==> src/rtl/bmp_stream_parser.sv <==
// bmp_stream_parser: decodes and validates the 54-byte BMP header arriving as
// 32-bit words, drops header/extension/palette bytes and forwards the pixel
// array realigned onto word boundaries over a valid/ready output port.
//
// Handshake: a word moves on in_* (or out_*) only in a cycle where both valid
// and ready are high at posedge clk; a producer holds data stable while
// valid is high and ready is low.
module bmp_stream_parser #(
    parameter int DATA_WIDTH    = 32,
    parameter int HDR_BYTES     = 54,
    parameter int MAX_FILE_SIZE = 1000000
) (
    input  logic                  clk,
    input  logic                  rst_n,
    input  logic                  start,
    input  logic [DATA_WIDTH-1:0] in_data,
    input  logic                  in_valid,
    output logic                  in_ready,
    output logic [DATA_WIDTH-1:0] out_data,
    output logic                  out_valid,
    input  logic                  out_ready,
    output logic                  out_last,
    output logic [2:0]            out_nbytes,
    output logic [31:0]           file_size,
    output logic [31:0]           data_offset,
    output logic [31:0]           img_width,
    output logic [31:0]           img_height,
    output logic [15:0]           bit_count,
    output logic                  hdr_valid,
    output logic                  hdr_err,
    output logic                  done
);

    typedef enum logic [2:0] {IDLE, HEADER, SKIP, PAYLOAD, FLUSH, DONE, ERROR} state_t;

    // Byte position of the first byte of the word holding the last header byte.
    localparam logic [31:0] HDR_LAST_POS = 32'((HDR_BYTES - 1) / 4 * 4);

    state_t      state, next_state, after_ingest;
    logic [31:0] byte_cnt, next_cnt;
    logic [31:0] stage_data;      // leftover bytes, MSB-aligned, unused lanes zero
    logic [2:0]  stage_cnt;
    logic [63:0] comb_data;       // leftover bytes followed by this word's payload bytes
    logic [2:0]  comb_cnt, rem_cnt;
    logic        in_fire, out_fire, out_free;
    logic        sig_ok, hdr_ok, hdr_last_word, is_final, ingest, emit, start_accept;

    assign in_fire       = in_valid && in_ready;
    assign out_fire      = out_valid && out_ready;
    assign out_free      = !out_valid || out_ready;
    assign next_cnt      = byte_cnt + 32'd4;
    assign is_final      = next_cnt >= file_size;
    assign hdr_last_word = byte_cnt == HDR_LAST_POS;
    assign sig_ok        = (in_data[31:24] == 8'h42) && (in_data[23:16] == 8'h4D);
    assign hdr_ok        = (bit_count == 16'd8 || bit_count == 16'd24 || bit_count == 16'd32)
                        && (img_width != 32'd0) && (img_height != 32'd0)
                        && (data_offset >= 32'(HDR_BYTES)) && (data_offset < file_size)
                        && (file_size <= 32'(MAX_FILE_SIZE));
    assign start_accept  = start && (state == IDLE || state == DONE || state == ERROR);
    // Header word 13 only contributes payload bytes if the header is good.
    assign ingest        = in_fire && (state == SKIP || state == PAYLOAD ||
                                       (state == HEADER && hdr_last_word && hdr_ok));
    // in_ready already implies a free output register, so no stall term here.
    assign emit          = ingest && (comb_cnt >= 3'd4);
    assign rem_cnt       = emit ? comb_cnt - 3'd4 : comb_cnt;

    // Append the in-range bytes of the current word (data_offset <= pos < file_size).
    always_comb begin
        logic [31:0] pos;
        pos       = '0;
        comb_data = {stage_data, 32'h0};
        comb_cnt  = stage_cnt;
        for (int i = 0; i < 4; i++) begin
            pos = byte_cnt + 32'(i);
            if (ingest && pos >= data_offset && pos < file_size) begin
                comb_data[63 - 8*int'(comb_cnt) -: 8] = in_data[31 - 8*i -: 8];
                comb_cnt = comb_cnt + 3'd1;
            end
        end
    end

    // Where to go after a word that carried (or could carry) payload bytes.
    always_comb begin
        after_ingest = SKIP;
        if (is_final)
            after_ingest = (rem_cnt == 3'd0) ? PAYLOAD : FLUSH;
        else if (next_cnt > data_offset)
            after_ingest = PAYLOAD;
    end

    // State register.
    always_ff @(posedge clk) begin
        if (!rst_n) state <= IDLE;
        else        state <= next_state;
    end

    // Next-state and in_ready decode.
    always_comb begin
        next_state = state;
        in_ready   = 1'b0;
        case (state)
            IDLE, DONE, ERROR: if (start) next_state = HEADER;
            HEADER: begin
                in_ready = 1'b1;
                if (in_fire) begin
                    if (byte_cnt == 32'd0 && !sig_ok) next_state = ERROR;
                    else if (hdr_last_word)           next_state = hdr_ok ? after_ingest : ERROR;
                end
            end
            SKIP: begin
                in_ready = 1'b1;
                if (in_fire) next_state = after_ingest;
            end
            PAYLOAD: begin
                // Once byte_cnt reaches file_size we only wait for the last word to leave.
                in_ready = out_free && (byte_cnt < file_size);
                if (in_fire)                   next_state = after_ingest;
                else if (out_fire && out_last) next_state = DONE;
            end
            FLUSH:   if (out_fire && out_last) next_state = DONE;
            default: next_state = IDLE;
        endcase
    end

    // Byte counter, header capture, staging buffer, output register and status flags.
    always_ff @(posedge clk) begin
        if (!rst_n) begin
            byte_cnt    <= '0;
            stage_data  <= '0;
            stage_cnt   <= '0;
            out_data    <= '0;
            out_valid   <= 1'b0;
            out_last    <= 1'b0;
            out_nbytes  <= '0;
            file_size   <= '0;
            data_offset <= '0;
            img_width   <= '0;
            img_height  <= '0;
            bit_count   <= '0;
            hdr_valid   <= 1'b0;
            hdr_err     <= 1'b0;
            done        <= 1'b0;
        end else begin
            if (start_accept) begin
                byte_cnt   <= '0;
                stage_data <= '0;
                stage_cnt  <= '0;
                hdr_valid  <= 1'b0;
                hdr_err    <= 1'b0;
                done       <= 1'b0;
            end
            if (in_fire) begin
                byte_cnt   <= next_cnt;
                stage_data <= emit ? comb_data[31:0] : comb_data[63:32];
                stage_cnt  <= rem_cnt;
            end
            if (in_fire && state == HEADER) begin
                // Little-endian fields picked out of the word by file byte position.
                case (byte_cnt[7:2])
                    6'd0: file_size[15:0]    <= {in_data[7:0],   in_data[15:8]};
                    6'd1: file_size[31:16]   <= {in_data[23:16], in_data[31:24]};
                    6'd2: data_offset[15:0]  <= {in_data[7:0],   in_data[15:8]};
                    6'd3: data_offset[31:16] <= {in_data[23:16], in_data[31:24]};
                    6'd4: img_width[15:0]    <= {in_data[7:0],   in_data[15:8]};
                    6'd5: begin
                        img_width[31:16]     <= {in_data[23:16], in_data[31:24]};
                        img_height[15:0]     <= {in_data[7:0],   in_data[15:8]};
                    end
                    6'd6: img_height[31:16]  <= {in_data[23:16], in_data[31:24]};
                    6'd7: bit_count          <= {in_data[23:16], in_data[31:24]};
                    default: ;
                endcase
                if (byte_cnt == 32'd0 && !sig_ok) hdr_err <= 1'b1;
                else if (hdr_last_word) begin
                    if (hdr_ok) hdr_valid <= 1'b1;
                    else        hdr_err   <= 1'b1;
                end
            end
            if (emit) begin
                out_valid  <= 1'b1;
                out_data   <= comb_data[63:32];
                out_last   <= is_final && (comb_cnt == 3'd4);
                out_nbytes <= 3'd4;
            end else if (state == FLUSH && out_free && stage_cnt != 3'd0) begin
                out_valid  <= 1'b1;
                out_data   <= stage_data;
                out_last   <= 1'b1;
                out_nbytes <= stage_cnt;
                stage_data <= '0;
                stage_cnt  <= '0;
            end else if (out_fire) begin
                out_valid <= 1'b0;
                out_last  <= 1'b0;
            end
            if (out_fire && out_last) done <= 1'b1;
        end
    end

endmodule

==> config.mk <==
export PLATFORM = sky130hd
export DESIGN_NAME = bmp_stream_parser
export DESIGN_NICKNAME = d
export VERILOG_FILES = /design/src/rtl/bmp_stream_parser.sv
export SDC_FILE = /design/constraint.sdc
export NUM_CORES = 1
export LEC_CHECK = 0
export BUFFER_PORTS_ARGS = -buffer_cell sky130_fd_sc_hd__buf_2
export CORE_ASPECT_RATIO = 1.1
export CORE_UTILIZATION = 35
export CTS_CLUSTER_SIZE = 25
export DETAILED_ROUTE_END_ITERATION = 10
export SKIP_LAST_GASP = 1
export SYNTH_ARGS = -nofsm -noshare
export SYNTH_HDL_FRONTEND = slang
export SYNTH_SLANG_ARGS = --single-unit
==> constraint.sdc <==
create_clock -name clk -period 9.95 [get_ports clk]
set_clock_uncertainty 0.2 [all_clocks]
set_input_delay 0.4975 -clock clk [delete_from_list [all_inputs] [get_ports clk]]
set_output_delay 0.4975 -clock clk [all_outputs]
set_load 0.03 [all_outputs]
# --- Yosys cells after proc, flatten, opt, wreduce, memory -nomap -nowiden ---
# Index checks and enable logic that the tools add are counted.
# Widths: inputs -> output; s select.
classes:
  n_bitwise: 1
  shift: 8
  n_lt_le_gt_ge: 14
  add_sub_neg: 17
  n_eq_ne: 24
  reduce_logical: 60
  n_mux: 57
op_table:
  columns: ["operator", "count"]
  rows:
  - ["$mux 32", 9]
  - ["$shift 8x33->71 const A", 4]
  - ["$shiftx 8x33->71", 4]
  - ["$bwmux 64", 4]
  - ["$mux 64", 4]
  - ["$ge 32x32->1", 5]
  - ["$lt 32x32->1", 5]
  - ["$neg 7->33", 4]
  - ["$add 32x2->32 const B", 2]
  - ["$reduce_bool 32->1", 2]
  - ["$mux 3", 21]
  - ["$add 32x1->32 const B", 1]
  - ["$add 32x3->32 const B", 1]
  - ["$eq 32x6->1 const B", 1]
  - ["$ge 32x6->1 const B", 1]
  - ["$gt 32x32->1", 1]
  - ["$le 32x20->1 const B", 1]
  - ["$logic_not 32->1", 1]
  - ["$logic_and 1x1->1", 28]
  - ["$sub 6x6->7 const A", 4]
  - ["$eq 6x3->1 const B", 4]
  - ["$mux 1", 17]
  - ["$eq 16x4->1 const B", 1]
  - ["$eq 16x5->1 const B", 1]
  - ["other kinds (25)", 55]
word_totals:
  reg_bits: 254
  output_inout_bits: 185

# --- Longest topological paths before layout ---
# Gate-level depths: netlist of the first run.
depth:
  ltp_word: 31
  mapped_depth: 29
  mapped_depth_nobuf: 25

# --- Worst setup path after synthesis of the first run ---
# OpenSTA, ideal clock, no wires.
synth_timing:
  path_type: "reg-to-reg"
  startpoint: "reg file_size[31]"
  endpoint: "reg stage_data[0]"
  path_buffers: 3
  setup_ns: 0.086
  required_time_ns: 9.664
  period_less_slack_ns: 6.683
  arrival_time_ns: 6.397
  path_stages_with_launch: 28
  setup_slack_ns: 3.267
  path_cell_list: "dfxtp_1 -> inv_1 -> ha_1 -> a211oi_1 -> nand4_1 -> or4_4 -> a2111oi_4 -> o2111ai_2 -> a21o_1 -> buf_6 -> nor2_2 -> buf_4 -> xnor2_1 -> inv_1 -> ha_1 -> ha_1 -> and2_1 -> a21o_1 -> buf_6 -> ha_1 -> nor2_4 -> nor2_8 -> ha_1 -> a2111oi_2 -> a22o_1 -> a221o_1 -> a211oi_1 -> a211oi_1"
synth_via:
  elab_chain_cells: 22
synth_rtl:
  columns: ["item", "line", "rtl"]
  rows:
  - ["start, declared", "24", "output logic [31:0] file_size,"]
  - ["start signal, assigned", "161", "6'd1: file_size[31:16] <= {in_data[23:16], in_data[31:24]};"]
  - ["parallel branches: the longest is 21 deep, another holds $lt 32x32->1", null, null]
  - ["$mux 32 (*)", "179", "if (emit) begin"]
  - ["end signal, assigned", "154", "stage_data <= emit ? comb_data[31:0] : comb_data[63:32];"]
  - ["end, declared", "41", "logic [31:0] stage_data;"]
# Mark *: on every way between the ends.
# A chain may end at the register's enable or synchronous reset.

# --- Worst setup path in the final report of the first run ---
layout_timing:
  startpoint: "reg file_size[31]"
  endpoint: "reg stage_data[19]"
# The elaborated chain is that of the path after synthesis.

==> results.cfg, run 1 <==
[power]
ir_worst_vdd_mv = 0.148
comb_power_share = 0.414
power_density_nw_per_um2 = 164
clock_power_share = 0.306
p_leak_nw = 9.60
internal_power_mw = 2.16
p_sw_mw = 1.71
p_sw_frac = 0.441
seq_power_share = 0.279

[logic_synthesis]
ys_dominant_reg_cell = dfxtp_1
synth_top_area_frac = 0.238
synth_nets = 3065
yosys.area.top_type = dfxtp_1
synthesis.area_um2 = 21200
yosysWarnings = 0
synthArstFlopShare = 0
synthCells = 2749
ys_seq_area_frac = 0.238
ys_ff_latch = 252
synth_area_leaders = dfxtp_1 24%, ha_1 16%, nand2_1 8.0%
synth.distinct_cells = 101
synth_edf_count = 0
syn_area_per_cell_um2 = 7.70

[die]
fp.dieW_um = 236
fp.dieH_um = 260
start_util = 0.354
dieArea_um2 = 61400
fp.coreArea_um2 = 59700
io_pins = 222
rows = 94

[clock_tree]
clk_pin_slew_worst_paths_ps = 60
cts_sinks = 252
cts_root_buf = clkbuf_16
cts_made_buffers = 31
post_cts_buffers = 0
cts_hold_buffers = 0
cts_resized = 0
clk_latency_ps = 620
htree_num_levels = 1
clockBufferDepth = 3
tritoncts = built

[drt]
drt_iter0_markers = 2043
wl_per_cell_um = 26.1
routed_via_density = 6.30
drc = 0
wl_met3_um = 7760
met2_length_um = 42400
top_layer_used = met5
first_pass_iters = 6
drt.antenna.violating_nets = 0
m1WireLength_um = 38200
drt_wl_total_um = 94000
routed-via-count = 22700

[finish]
drive_gt1_frac = 0.137
syn2layout_area_growth_pct = 11.8
multiInputGateArea_um2 = 14900
fillers = 6138
area.sequential_um2 = 5040
nets = 3125
postLayoutCellArea_um2 = 23600

[placed_design]
post-place-ws_ps = 1990
dp_hpwl_um = 68900
numPortBuffers = 221
routabilityCongestion = 0.984
postPlaceCellArea_um2 = 22600

[global_route]
grt_max_degree = 75
grt_pass1_vias = 21800
grt_pass1_wl_um = 139000
globalRouteTotalUtil = 0.295
antenna_found_initial = 1
overflow = 0

[hold_path]
min_path_cells = 3
worst_hold_path_type = primary input to register

[critical_path]
required_ps = 10290
ff2ff_path_depth = 25
critPathMaxFanout = 23
crit_path_start_kind = register
arrival_ps = 8410
worst-setup-path-type = register to register
end_kind = register

[timing]
finalSetupTns_ps = 0
setup_viol = 0
fin_crit_sh = 0.812
tightestPinTransition_ps = 1240
maxSlewHeadroom = 0.174
setup_ws_ps = 1870
period_needed_ps = 8080
max_freq_ghz = 0.124
timing.final.max_slew_violations = 0
rsz0062_at_grt = false
finalHoldViolCount = 0

[status]
status = completed

[flow_run]
drv_cap = 0
-- flip-flops by register name (all words and copies together) (netlist names), 16 cells and up --
name	cells
data_offset	32
img_width	32
bit_count	16
img_height	32
out_data	32
byte_cnt	30
stage_data	32
file_size	32
-- worst max-delay path, stage by stage, from the launching register on --
cell and delay, ps:
dfxtp_1 370, inv_1 180, ha_1 330, nor4_1 290
nand4_1 200, or4_4 620, a2111oi_4 330, o2111ai_2 250
a21o_1 230, buf_4 220, nor2_2 520, xnor2_1 280
inv_1 140, ha_1 240, ha_1 330, and2_1 210
a21o_1 370, ha_1 340, nor2_4 250, nor2_8 80
ha_1 350, a32o_1 640, buf_4 310, xnor2_1 90
nor4_2 360, a221o_1 230
-- power by group through the flow --
| stage | Sequential (mW) | Clock, mW | Combinational (mW) |
|---|---|---|---|
| finish | 1.08 | 1.19 | 1.61 |
| global route | 1.09 | 1.24 | 1.70 |
| CTS | 1.08 | 1.20 | 1.57 |
| detailed placement | 1.10 | 0 | 1.56 |
| global placement | 1.10 | 0 | 1.55 |
| floorplan | 1.11 | 0 | 1.01 |
-- through the flow --
step	util	cells	hold WS [ps]	power, mW
floorplan	-	2749	248	2.12
finish	0.396	3603	165	3.88
detailed placement	0.378	3544	267	2.66
global placement	0.378	3544	256	2.65
global route	0.396	3602	162	4.03
CTS	0.396	3602	130	3.85
-- synth_stat cells (38+ instances only) --
cell type	number
nand2_1	451
ha_1	279
dfxtp_1	252
a21oi_1	242
clkbuf_1	196
nand3_1	123
o21ai_0	116
inv_1	90
a21boi_0	80
a211oi_1	75
nor2_1	74
nand4_1	60
nor4_1	58
a21o_1	46
a22oi_1	43
a221oi_1	38
-- cell type report --
| class | count | area share |
|---|---|---|
| repair buffers | 253 | 0.0570 |
| flip-flops and latches | 252 | 0.213 |
| diodes | 1 | 0.000106 |
| clock inverters | 17 | 0.00746 |
| inverters | 95 | 0.0152 |
| multi-input cells | 2176 | 0.629 |
| clock buffers | 41 | 0.0369 |
| well taps | 768 | 0.0406 |
-- cell families after synthesis --
kind of cell | Yosys count | share of synthesized area
and+or+nand+nor | 975 | 0.227
buffers and inverters | 321 | 0.0603
adders and majority gates | 279 | 0.165
AOI/OAI and AO/OA | 864 | 0.283
muxes | 24 | 0.0119
DFF | 252 | 0.238
xor gates and xnor gates | 34 | 0.0144
-- final timing paths --
| check | startpoint | to | slack (ps) |
|---|---|---|---|
| worst max-delay path | file_size[31]$_SDFFE_PN0P_ | stage_data[19]$_SDFF_PN0_ | 1870 |
| worst min-delay path | in_data[13] | img_width[5]$_SDFFE_PN0P_ | 160 |
| worst max register to register | file_size[31]$_SDFFE_PN0P_ | stage_data[19]$_SDFF_PN0_ | 1870 |
| worst min register to register | file_size[26]$_SDFFE_PN0P_ | file_size[26]$_SDFFE_PN0P_ | 280 |
-- layer usage --
layer,vias to the layer above,track usage
met4,2,0.163
li1,10300,-
met1,10900,0.373
met3,290,0.0444
met2,1240,0.480
met5,-,0
-- cell usage in the layout, fill, tap and decap left out, drive strengths merged, types with 15 or more instances in the layout --
cell	Yosys	routed
ha	279	279
o211ai	29	29
a2111oi	18	18
a21boi	82	82
and2	25	25
a21oi	249	249
clkbuf	196	41
a211oi	78	78
nand3	125	125
and3	31	31
nor2b	29	29
o22ai	19	19
nor4	63	63
nand4	60	60
nand2	452	452
o21ai	118	118
dfxtp	252	252
xnor2	15	15
buf	30	253
a221o	16	16
nor2	80	80
nand2b	17	17
a22oi	44	44
inv	93	94
a22o	30	30
a21o	46	46
a221oi	38	38
xor2	19	19
nor3	41	41
(Power assumes the default switching activity.)
==> inputs of run 2 (changes only) <==
ABC_AREA = 1   (was not set)
clock period = 6.9 ns   (was 9.95 ns; I/O delays follow)
==> run 2 against run 1 <==
Critical path depth is 6 higher; sequential share of layout area is 0.25 points lower; area after synthesis is 0.18% lower; via count is 1.2% higher; combinational power is 2% lower; first-iteration DRC count is 1.7% lower; routed wire length is 7.6% lower; register-to-register slack worse by 1400 ps; sequential power is 41% higher; clock power is 45% higher; critical path type unchanged; largest cell class unchanged.
==> results.cfg, run 2 <==
[status]
status = completed

[critical_path]
cpMostUsedCell = nand2_1
crit_slowest_cell = nor2_1
worst-path-buf-inv = 6
required_ps = 7180
critPathMaxFanout = 10
crit_path_start_kind = register
cp_top_family = simple AND/OR/NAND/NOR gates
worst-setup-path-type = register to register
arrival_ps = 6730
slowest_delay_ps = 550
end_kind = register

[logic_synthesis]
synth_top_area_frac = 0.239
synth.distinct_cells = 57
synthesis.area_um2 = 21100
synth_xor_area_frac = 0.0104
synth-compound-area-share = 0.212
ys_seq_area_frac = 0.239
ys_ff_latch = 252
synthCells = 3173
synth_common_cells = 692 x nand2_1, 376 x a21oi_1, 290 x nand3_1
syn_area_per_cell_um2 = 6.66
ys_dominant_reg_cell = dfxtp_1
synth-simple-area-share = 0.286
yosysWarnings = 0
yosys.area.top_type = dfxtp_1
synthAdderAreaFrac = 0.165
muxShareOfSynthArea = 0
synthArstFlopShare = 0
synth_edf_count = 0
synth_nets = 3489
synth_top_family_by_area = simple AND/OR/NAND/NOR gates
synth.most_common_cell = nand2_1
synth_area_leaders = dfxtp_1 24%, ha_1 17%, nand2_1 12%

[placed_design]
dp_hpwl_um = 65200
postPlaceCellArea_um2 = 22800
numPortBuffers = 221
routabilityCongestion = 0.979
place_inst = 4030

[timing]
finalSetupTns_ps = 0
rsz0062_at_grt = false
finalHoldViolCount = 0
max_freq_ghz = 0.155
fin_crit_sh = 0.934
maxSlewHeadroom = 0.188
tightestPinTransition_ps = 1220
timing.final.max_slew_violations = 0
setup_viol = 0
period_needed_ps = 6440

[clock_tree]
cts_sinks = 252
clk_pin_slew_worst_paths_ps = 70
htree_num_levels = 1
cts_made_buffers = 30
tritoncts = built
cts_root_buf = clkbuf_16
clockBufferDepth = 3
clk_latency_ps = 590

[flow_run]
drv_cap = 0

[drt]
wl_per_cell_um = 21.2
first_pass_iters = 6
drt_iter0_markers = 2008
drt.antenna.violating_nets = 0
routed_via_density = 5.62
drt_wl_total_um = 86800
drc = 0
routed-via-count = 23000

[global_route]
overflow = 0
grt_pass1_vias = 21300
grt_max_degree = 95
grt_pass1_wl_um = 130000
globalRouteTotalUtil = 0.273
antenna_found_initial = 2

[finish]
syn2layout_area_growth_pct = 13.3
mostFrequentLayoutCell = nand2_1
final_cell_mix = 691 x nand2_1, 375 x a21oi_1, 290 x nand3_1, 279 x ha_1, 271 x inv_1
layoutNonFillerInstCount = 4089
drive_gt1_frac = 0.123
postLayoutCellArea_um2 = 23900
nets = 3612

[die]
fp.dieW_um = 236
io_pins = 222
start_util = 0.353
fp.dieH_um = 260
rows = 94
dieArea_um2 = 61300
fp.coreArea_um2 = 59700

[power]
ir_worst_vdd_mv = 0.202
p_leak_nw = 11.0
power_density_nw_per_um2 = 201

[hold_path]
worst_hold_path_type = primary input to register
## run 2: changes by cell type after synthesis, moves of 77 or more
cell / change
o21ai_0: +102
inv_1: +182
nor2_1: +103
nand3_1: +167
a21oi_1: +134
nand2_1: +241
a21boi_0: -77
## run 2: routing by layer
metal / up-vias / wire (um) / part of all wire / global-route usage
li1: 11200 / - / - / -
met1: 10600 / 35600 / 0.41 / 0.339
met2: 943 / 40200 / 0.46 / 0.461
met3: 247 / 6860 / 0.079 / 0.0447
met4: 2 / 4220 / 0.049 / 0.124
met5: - / 13 / 0.00015 / 0
## run 2: final timing paths
| kind | cells after the start | startpoint | slack, ps | endpoint |
|---|---|---|---|---|
| max | 31 | file_size[27]$_SDFFE_PN0P_ | 460 | stage_data[5]$_SDFF_PN0_ |
| min | 3 | rst_n | 50 | out_data[26]$_SDFFE_PN0P_ |
| max reg2reg | 31 | file_size[27]$_SDFFE_PN0P_ | 460 | stage_data[5]$_SDFF_PN0_ |
| min reg2reg | 2 | hdr_err$_SDFF_PN0_ | 260 | hdr_err$_SDFF_PN0_ |
## run 2: area by class of cell
type	instances	area, um2
antenna	1	2.50
clock inverter	17	195
clock buffer	39	866
timing repair buffer	267	1470
multi-input combinational	2453	14300
tap	768	961
inverter	292	1100
fill	6505	35800
sequential	252	5040
## run 2: what timing repair did
item                                    4_1_cts  5_1_grt
hold endpoints to repair                      3        0
endpoints found under the setup margin        0       64
buffers inserted                              0        0
hold buffers                                  2        0
gates resized for setup                       0        5
## run 2: power by group
| group | internal (mW) | total [mW] | switching [mW] |
|---|---|---|---|
| clock | 1.00 | 1.72 | 0.720 |
| combinational | 0.392 | 1.57 | 1.18 |
| sequential | 1.48 | 1.52 | 0.0334 |
## run 2: cells by family after synthesis
| family | after synthesis |
|---|---|
| simple gates | 1356 |
| flops | 252 |
| compound gates | 793 |
| fa+ha+maj | 279 |
| xor+xnor | 25 |
| buf+inv | 468 |
## run 2: stage by stage
stage	util	hold WS (ps)	setup WS (ps)	power (mW)
6_report	0.400	50.7	456	4.81
5_1_grt	0.400	70.6	14.9	5.02
4_1_cts	0.400	33.1	333	4.82
3_5_place_dp	0.382	252	377	3.09
3_3_place_gp	0.382	250	427	3.08
2_1_floorplan	-	245	787	2.52
## run 2: worst min-delay path: cells and delay by family
kind | cells | cell delay, ps
and+or+nand+nor | 1 | 130
buffers and inverters | 2 | 290
